`config.mk`:
```
export PLATFORM = sky130hd
export DESIGN_NAME = inst_encoder
export DESIGN_NICKNAME = d
export VERILOG_FILES = /design/src/rtl/inst_encoder.sv
export SDC_FILE = /design/constraint.sdc
export NUM_CORES = 1
export LEC_CHECK = 0
export BUFFER_PORTS_ARGS = -buffer_cell sky130_fd_sc_hd__buf_2
export CORE_MARGIN = 3
export CORE_UTILIZATION = 57
export CTS_CLUSTER_SIZE = 24
export DETAILED_ROUTE_END_ITERATION = 6
export PLACE_DENSITY = 0.9
export SYNTH_ARGS = -nofsm -noshare
export SYNTH_HDL_FRONTEND = slang
export SYNTH_SLANG_ARGS = --single-unit
export TNS_END_PERCENT = 10
```
`constraint.sdc`:
```
create_clock -name clk -period 3.5 [get_ports clk]
set_input_delay 0.7 -clock clk [delete_from_list [all_inputs] [get_ports clk]]
set_output_delay 0.7 -clock clk [all_outputs]
set_load 0.005 [all_outputs]
```
`src/rtl/inst_encoder.sv`:
```
// inst_encoder: streaming RV32I instruction assembler.
// Packs field requests (format, opcode[6:2], registers, immediate) into 32-bit
// instruction words tagged with sequential instruction-memory byte addresses.
// Illegal requests (bad format or out-of-range immediate) emit a NOP with out_err.
// One registered stage, valid/ready on both sides, full throughput.
//
// Ports:
//   clk, rst_n            clock, asynchronous active-low reset
//   restart               next address back to BASE_ADDR, clears err_cnt
//   in_valid/in_ready     request handshake (in_ready is combinational)
//   in_fmt..in_imm        request fields (fmt 0=R 1=I 2=S 3=B 4=U 5=J)
//   out_valid/out_ready   word handshake
//   out_inst/out_addr     encoded word and its byte address
//   out_err               word is a NOP substituted for an illegal request
//   err_cnt               saturating count of error words transferred
module inst_encoder #(
  parameter logic [31:0] BASE_ADDR = 32'h0000_0000,
  parameter int unsigned ERR_CNT_W = 8
) (
  input  logic                 clk,
  input  logic                 rst_n,
  input  logic                 restart,
  input  logic                 in_valid,
  output logic                 in_ready,
  input  logic [2:0]           in_fmt,
  input  logic [4:0]           in_opc,
  input  logic [2:0]           in_funct3,
  input  logic [6:0]           in_funct7,
  input  logic [4:0]           in_rd,
  input  logic [4:0]           in_rs1,
  input  logic [4:0]           in_rs2,
  input  logic [31:0]          in_imm,
  output logic                 out_valid,
  input  logic                 out_ready,
  output logic [31:0]          out_inst,
  output logic [31:0]          out_addr,
  output logic                 out_err,
  output logic [ERR_CNT_W-1:0] err_cnt
);

  localparam int unsigned WORD_W   = 32;
  localparam logic [WORD_W-1:0] NOP_WORD = 32'h0000_0013;
  localparam logic [WORD_W-1:0] ADDR_STEP = 32'd4;

  localparam logic [2:0] FMT_R = 3'd0;
  localparam logic [2:0] FMT_I = 3'd1;
  localparam logic [2:0] FMT_S = 3'd2;
  localparam logic [2:0] FMT_B = 3'd3;
  localparam logic [2:0] FMT_U = 3'd4;
  localparam logic [2:0] FMT_J = 3'd5;

  logic [WORD_W-1:0]    out_inst_q, out_inst_d;
  logic [WORD_W-1:0]    out_addr_q, out_addr_d;
  logic [WORD_W-1:0]    next_addr_q, next_addr_d;
  logic                 out_valid_q, out_valid_d;
  logic                 out_err_q, out_err_d;
  logic [ERR_CNT_W-1:0] err_cnt_q, err_cnt_d;

  logic [WORD_W-1:0]    enc_inst;
  logic                 enc_legal;
  logic [6:0]           opcode;
  logic                 accept;
  logic                 xfer;

  assign in_ready = !out_valid_q || out_ready;
  assign accept   = in_valid && in_ready;
  assign xfer     = out_valid_q && out_ready;
  assign opcode   = {in_opc, 2'b11};

  // Field packing and immediate range checks. A signed range [-2^k, 2^k-1]
  // holds exactly when imm[31:k] is all zeros or all ones.
  always_comb begin
    enc_inst  = NOP_WORD;
    enc_legal = 1'b0;
    unique case (in_fmt)
      FMT_R: begin
        enc_legal = 1'b1;
        enc_inst  = {in_funct7, in_rs2, in_rs1, in_funct3, in_rd, opcode};
      end
      FMT_I: begin
        enc_legal = (&in_imm[31:11]) || (~|in_imm[31:11]);
        enc_inst  = {in_imm[11:0], in_rs1, in_funct3, in_rd, opcode};
      end
      FMT_S: begin
        enc_legal = (&in_imm[31:11]) || (~|in_imm[31:11]);
        enc_inst  = {in_imm[11:5], in_rs2, in_rs1, in_funct3, in_imm[4:0], opcode};
      end
      FMT_B: begin
        enc_legal = ((&in_imm[31:12]) || (~|in_imm[31:12])) && !in_imm[0];
        enc_inst  = {in_imm[12], in_imm[10:5], in_rs2, in_rs1, in_funct3,
                     in_imm[4:1], in_imm[11], opcode};
      end
      FMT_U: begin
        enc_legal = ~|in_imm[11:0];
        enc_inst  = {in_imm[31:12], in_rd, opcode};
      end
      FMT_J: begin
        enc_legal = ((&in_imm[31:20]) || (~|in_imm[31:20])) && !in_imm[0];
        enc_inst  = {in_imm[20], in_imm[10:1], in_imm[11], in_imm[19:12], in_rd, opcode};
      end
      default: begin
        enc_legal = 1'b0;
        enc_inst  = NOP_WORD;
      end
    endcase
    if (!enc_legal) enc_inst = NOP_WORD;
  end

  // Output stage, address sequencing and error counter next-state.
  always_comb begin
    out_valid_d = out_valid_q;
    out_inst_d  = out_inst_q;
    out_addr_d  = out_addr_q;
    out_err_d   = out_err_q;
    next_addr_d = next_addr_q;
    err_cnt_d   = err_cnt_q;

    if (accept) begin
      out_valid_d = 1'b1;
      out_inst_d  = enc_inst;
      out_err_d   = !enc_legal;
      out_addr_d  = restart ? BASE_ADDR : next_addr_q;
      next_addr_d = out_addr_d + ADDR_STEP;
    end else begin
      if (xfer)    out_valid_d = 1'b0;
      if (restart) next_addr_d = BASE_ADDR;
    end

    // restart takes priority over counting a transferred error word
    if (restart) begin
      err_cnt_d = '0;
    end else if (xfer && out_err_q && (err_cnt_q != '1)) begin
      err_cnt_d = err_cnt_q + ERR_CNT_W'(1);
    end
  end

  always_ff @(posedge clk or negedge rst_n) begin
    if (!rst_n) begin
      out_valid_q <= 1'b0;
      out_inst_q  <= '0;
      out_addr_q  <= '0;
      out_err_q   <= 1'b0;
      next_addr_q <= BASE_ADDR;
      err_cnt_q   <= '0;
    end else begin
      out_valid_q <= out_valid_d;
      out_inst_q  <= out_inst_d;
      out_addr_q  <= out_addr_d;
      out_err_q   <= out_err_d;
      next_addr_q <= next_addr_d;
      err_cnt_q   <= err_cnt_d;
    end
  end

  assign out_valid = out_valid_q;
  assign out_inst  = out_inst_q;
  assign out_addr  = out_addr_q;
  assign out_err   = out_err_q;
  assign err_cnt   = err_cnt_q;

endmodule

```
==> summary.txt <==
Status
  – Outcome: complete, no violations

CTS
  – Clock root cell: clkbuf_8
  – Cts hold-fix bufs: 0
  – Postcts setup bufs: 0
  – Clk buf depth: 2
  – TritonCTS Sinks: 105
  – Num CTS Buffers: 9
  – CTS clock-pin slew for the worst setup and hold paths: 0.10 ns
  – Post_cts resized: 0
  – CTS tree: built
  – Clock latency on the worst-skew pair: between 0.3 and 0.4 ns
  – H-tree Lvls: 3

Floorplanning
  – Die X: 103 µm
  – Core Region: just under 9000 µm²
  – Row Count: 34
  – Die outline height: roughly 100 µm
  – Top Ports: between 100 and 150
  – Die footprint: about 11000 µm²
  – Initial Util: around three fifths

Critical path
  – Worst path top cell family by delay: simple AND/OR/NAND/NOR gates
  – CP Capture Type: register
  – CP Cell Sequence: buf_2, nor2b_1, ha_1, nand4_4, or2_2, or4_1, a21oi_1
  – WS Path Type: in2reg
  – Critical path buffers and inverters: 1
  – Critical Path Start Type: primary input
  – R2R Path Start: next_addr_q[2]$_DFF_PN0_
  – Slowest CP cell: or4_1
  – Worst Path Required: about 3.8 ns
  – Critical path startpoint: restart
  – Delay of the slowest critical-path stage: around 0.5 ns
  – Crit path max fanout: 22
  – Critical Path AT: about 2.7 ns

Timing
  – Worst slew pin tran: between 1 and 1.5 ns
  – Worst slew margin: about a quarter
  – RSZ-0062 raised after global routing: false
  – Highest clock rate: 0.410 GHz
  – Setup TNS: 0 ns
  – Clock skew: approximately 0.015 ns
  – Setup violations, final: 0
  – Final hold vios: 0
  – Final Max Slew Viols: 0
  – Final worst path period need: between 2 and 2.5 ns
  – Period utilisation layout: between 60% and 70%

Finish
  – Most frequent cells in the layout: buf_2, dfrtp_1, nand2_1
  – Fin area: ~6300 µm²
  – Ant. Diodes: 0
  – Layout cell share with drive strength beyond 1: between 30 and 40%
  – Layout area overhead: 18.5%
  – Fin nets: roughly 750
  – Commonest non-fill, non-tap cell in the layout: buf_2
  – # fillers: 681

Drt
  – Via Count: 4707
  – DRT Pass-1 Iters: 5
  – Total wire length: approximately 14 mm
  – Drt via density: 5.98
  – DRC viols: 0
  – Post-route ant nets: 0
  – Per-cell routed wire length: 17.4 µm
  – Drt first-iter violations: roughly 330

Pwr
  – Total power: approximately 2300 µW
  – Leak: roughly 0.0030 µW
  – Pwr/cell area: roughly 360 nW/µm²
  – Worst vdd ir: approximately 0.24 mV

Yosys
  – Sequential area share after synthesis: about 49%
  – Syn avg cell area: a little under 10 µm²
  – Top FF cell, synth: dfrtp_1
  – Fraction of registers with async set/reset: between 90% and 100%
  – FF+latch count, synth: approximately 110
  – Synth Warn #: 0
  – Post-synth EDFFs: 0
  – Mapped cell area: approximately 5300 µm²
  – Synth Instances: ~550
  – Syn Nets: around 600
  – Number of library cell types mapped by synthesis: 48

GRT
  – Vias in the first global route: 4472
  – First-pass GRT wire length: 21.9 mm
  – Pin count of the biggest net entering global routing: 90
  – Remaining Overflow, GRT: 0
  – Global-route usage over all layers: a little over a quarter
  – Initial antenna violation count: 0

Min path
  – Hold_sp: out_addr[31]$_DFFE_PN0P_
  – Hold WC Path Type: reg2reg

Place
  – Cell Area, Placed: between 6000 and 7000 µm²
  – HPWL after DPL: 9.96 mm
  – RePlAce Congestion: slightly below 1
  – Port Buffers: between 100 and 150

Flow run
  – Max Cap Violations: 0
[final cells by class]
| type | instances | area [µm²] | share of cell area (%) |
|---|---|---|---|
| inverter | 6 | 22.5 | 0.357 |
| sequential | 105 | 2630 | 41.7 |
| multi-input combinational | 400 | 2530 | 40.2 |
| clock buffer | 10 | 128 | 2.03 |
| timing repair buffer | 152 | 783 | 12.4 |
| clock inverter | 6 | 73.8 | 1.17 |
| tap | 108 | 135 | 2.14 |
[final timing paths]
path                       slack (ns)  depth (start not counted)                        end
max in group asynchronous        2.18                          2   out_addr[25]$_DFFE_PN0P_
min in group asynchronous        0.53                          1     err_cnt[5]$_DFFE_PN0P_
setup reg to reg                 1.27                          6  next_addr_q[30]$_DFF_PN0_
hold reg to reg                  0.48                          2   out_addr[31]$_DFFE_PN0P_
hold / removal                   0.48                          2   out_addr[31]$_DFFE_PN0P_
setup / recovery                 1.06                          7  next_addr_q[30]$_DFF_PN0_
[Yosys cell counts, types with 2 or more instances]
cell | instances | area (µm²)
nand4_1 | 13 | 81.3
mux2i_1 | 16 | 160
clkbuf_1 | 19 | 71.3
inv_1 | 6 | 22.5
nor2b_1 | 15 | 93.8
o31ai_2 | 18 | 225
nand3_1 | 15 | 75.1
nand2b_1 | 23 | 144
ha_1 | 2 | 25.0
a21oi_1 | 8 | 40.0
xnor2_1 | 16 | 140
xor2_1 | 7 | 61.3
buf_1 | 8 | 30.0
o21ai_1 | 3 | 15.0
or3_1 | 4 | 25.0
and4b_1 | 2 | 20.0
nand2_1 | 94 | 353
and4_1 | 2 | 17.5
and3_1 | 7 | 43.8
o32a_1 | 2 | 20.0
dfrtp_1 | 105 | 2630
a22o_1 | 4 | 35.0
buf_6 | 2 | 22.5
o22ai_1 | 6 | 37.5
and3b_1 | 2 | 17.5
nor3_1 | 10 | 50.1
or4_1 | 4 | 30.0
nor2_1 | 29 | 109
or2_2 | 6 | 37.5
buf_2 | 3 | 15.0
o21ai_0 | 37 | 185
nor4_1 | 10 | 62.6
a22oi_1 | 21 | 158
mux2_2 | 12 | 135
[worst min-delay path, stage by stage, from the launching register on]
cell     delay, ns
dfrtp_1       0.35
nand2_1       0.05
o21ai_0       0.06
[power by group]
part           leakage, µW  switching (µW)  internal (µW)  total, µW
registers          0.00144            16.6           1230       1250
clock network    0.0000950             424            340        764
logic              0.00150             173            105        278
[per-stage QoR]
| stage | std cells | utilization, % | hold slack (ns) | setup WS, ns |
|---|---|---|---|---|
| finish | 787 | 70.9 | 0.483 | 1.06 |
| global route | 787 | 70.9 | 0.518 | 0.936 |
| CTS | 787 | 70.9 | 0.489 | 1.08 |
| detailed placement | 771 | 68.6 | 0.463 | 0.720 |
| global placement | 771 | 68.6 | 0.457 | 0.808 |
| floorplan | 545 | - | 0.404 | 0.783 |
[flip-flops by register name, summed over array words and instances (netlist names)]
signal and count:
next_addr_q 32, out_addr 32, err_cnt 8, out_valid 1, out_err 1, out_inst 31
[cells by family (layout without fill, tap and decap cells)]
kind of cell             after synthesis  in the layout  synth area share (%)
AND/OR/NAND/NOR                      240            240                  22.6
AO/OA/AOI/OAI                        106            106                  14.7
flip-flops                           105            105                  49.4
buffers and inverters                 40            174                  3.27
multiplexers                          29             29                  5.76
XOR/XNOR                              23             23                  3.79
adder cells (fa/ha/maj)                2              2                 0.471
[metal layers]
layer / track usage (%) / vias to the layer above / routed length [µm]
met3: 2.77 / 18 / 933
met5: 0 / - / 0
met2: 44.8 / 230 / 6930
met4: 8.17 / 0 / 214
li1: - / 2186 / -
met1: 35.8 / 2273 / 5630
Power figures use the tool's default switching activity.
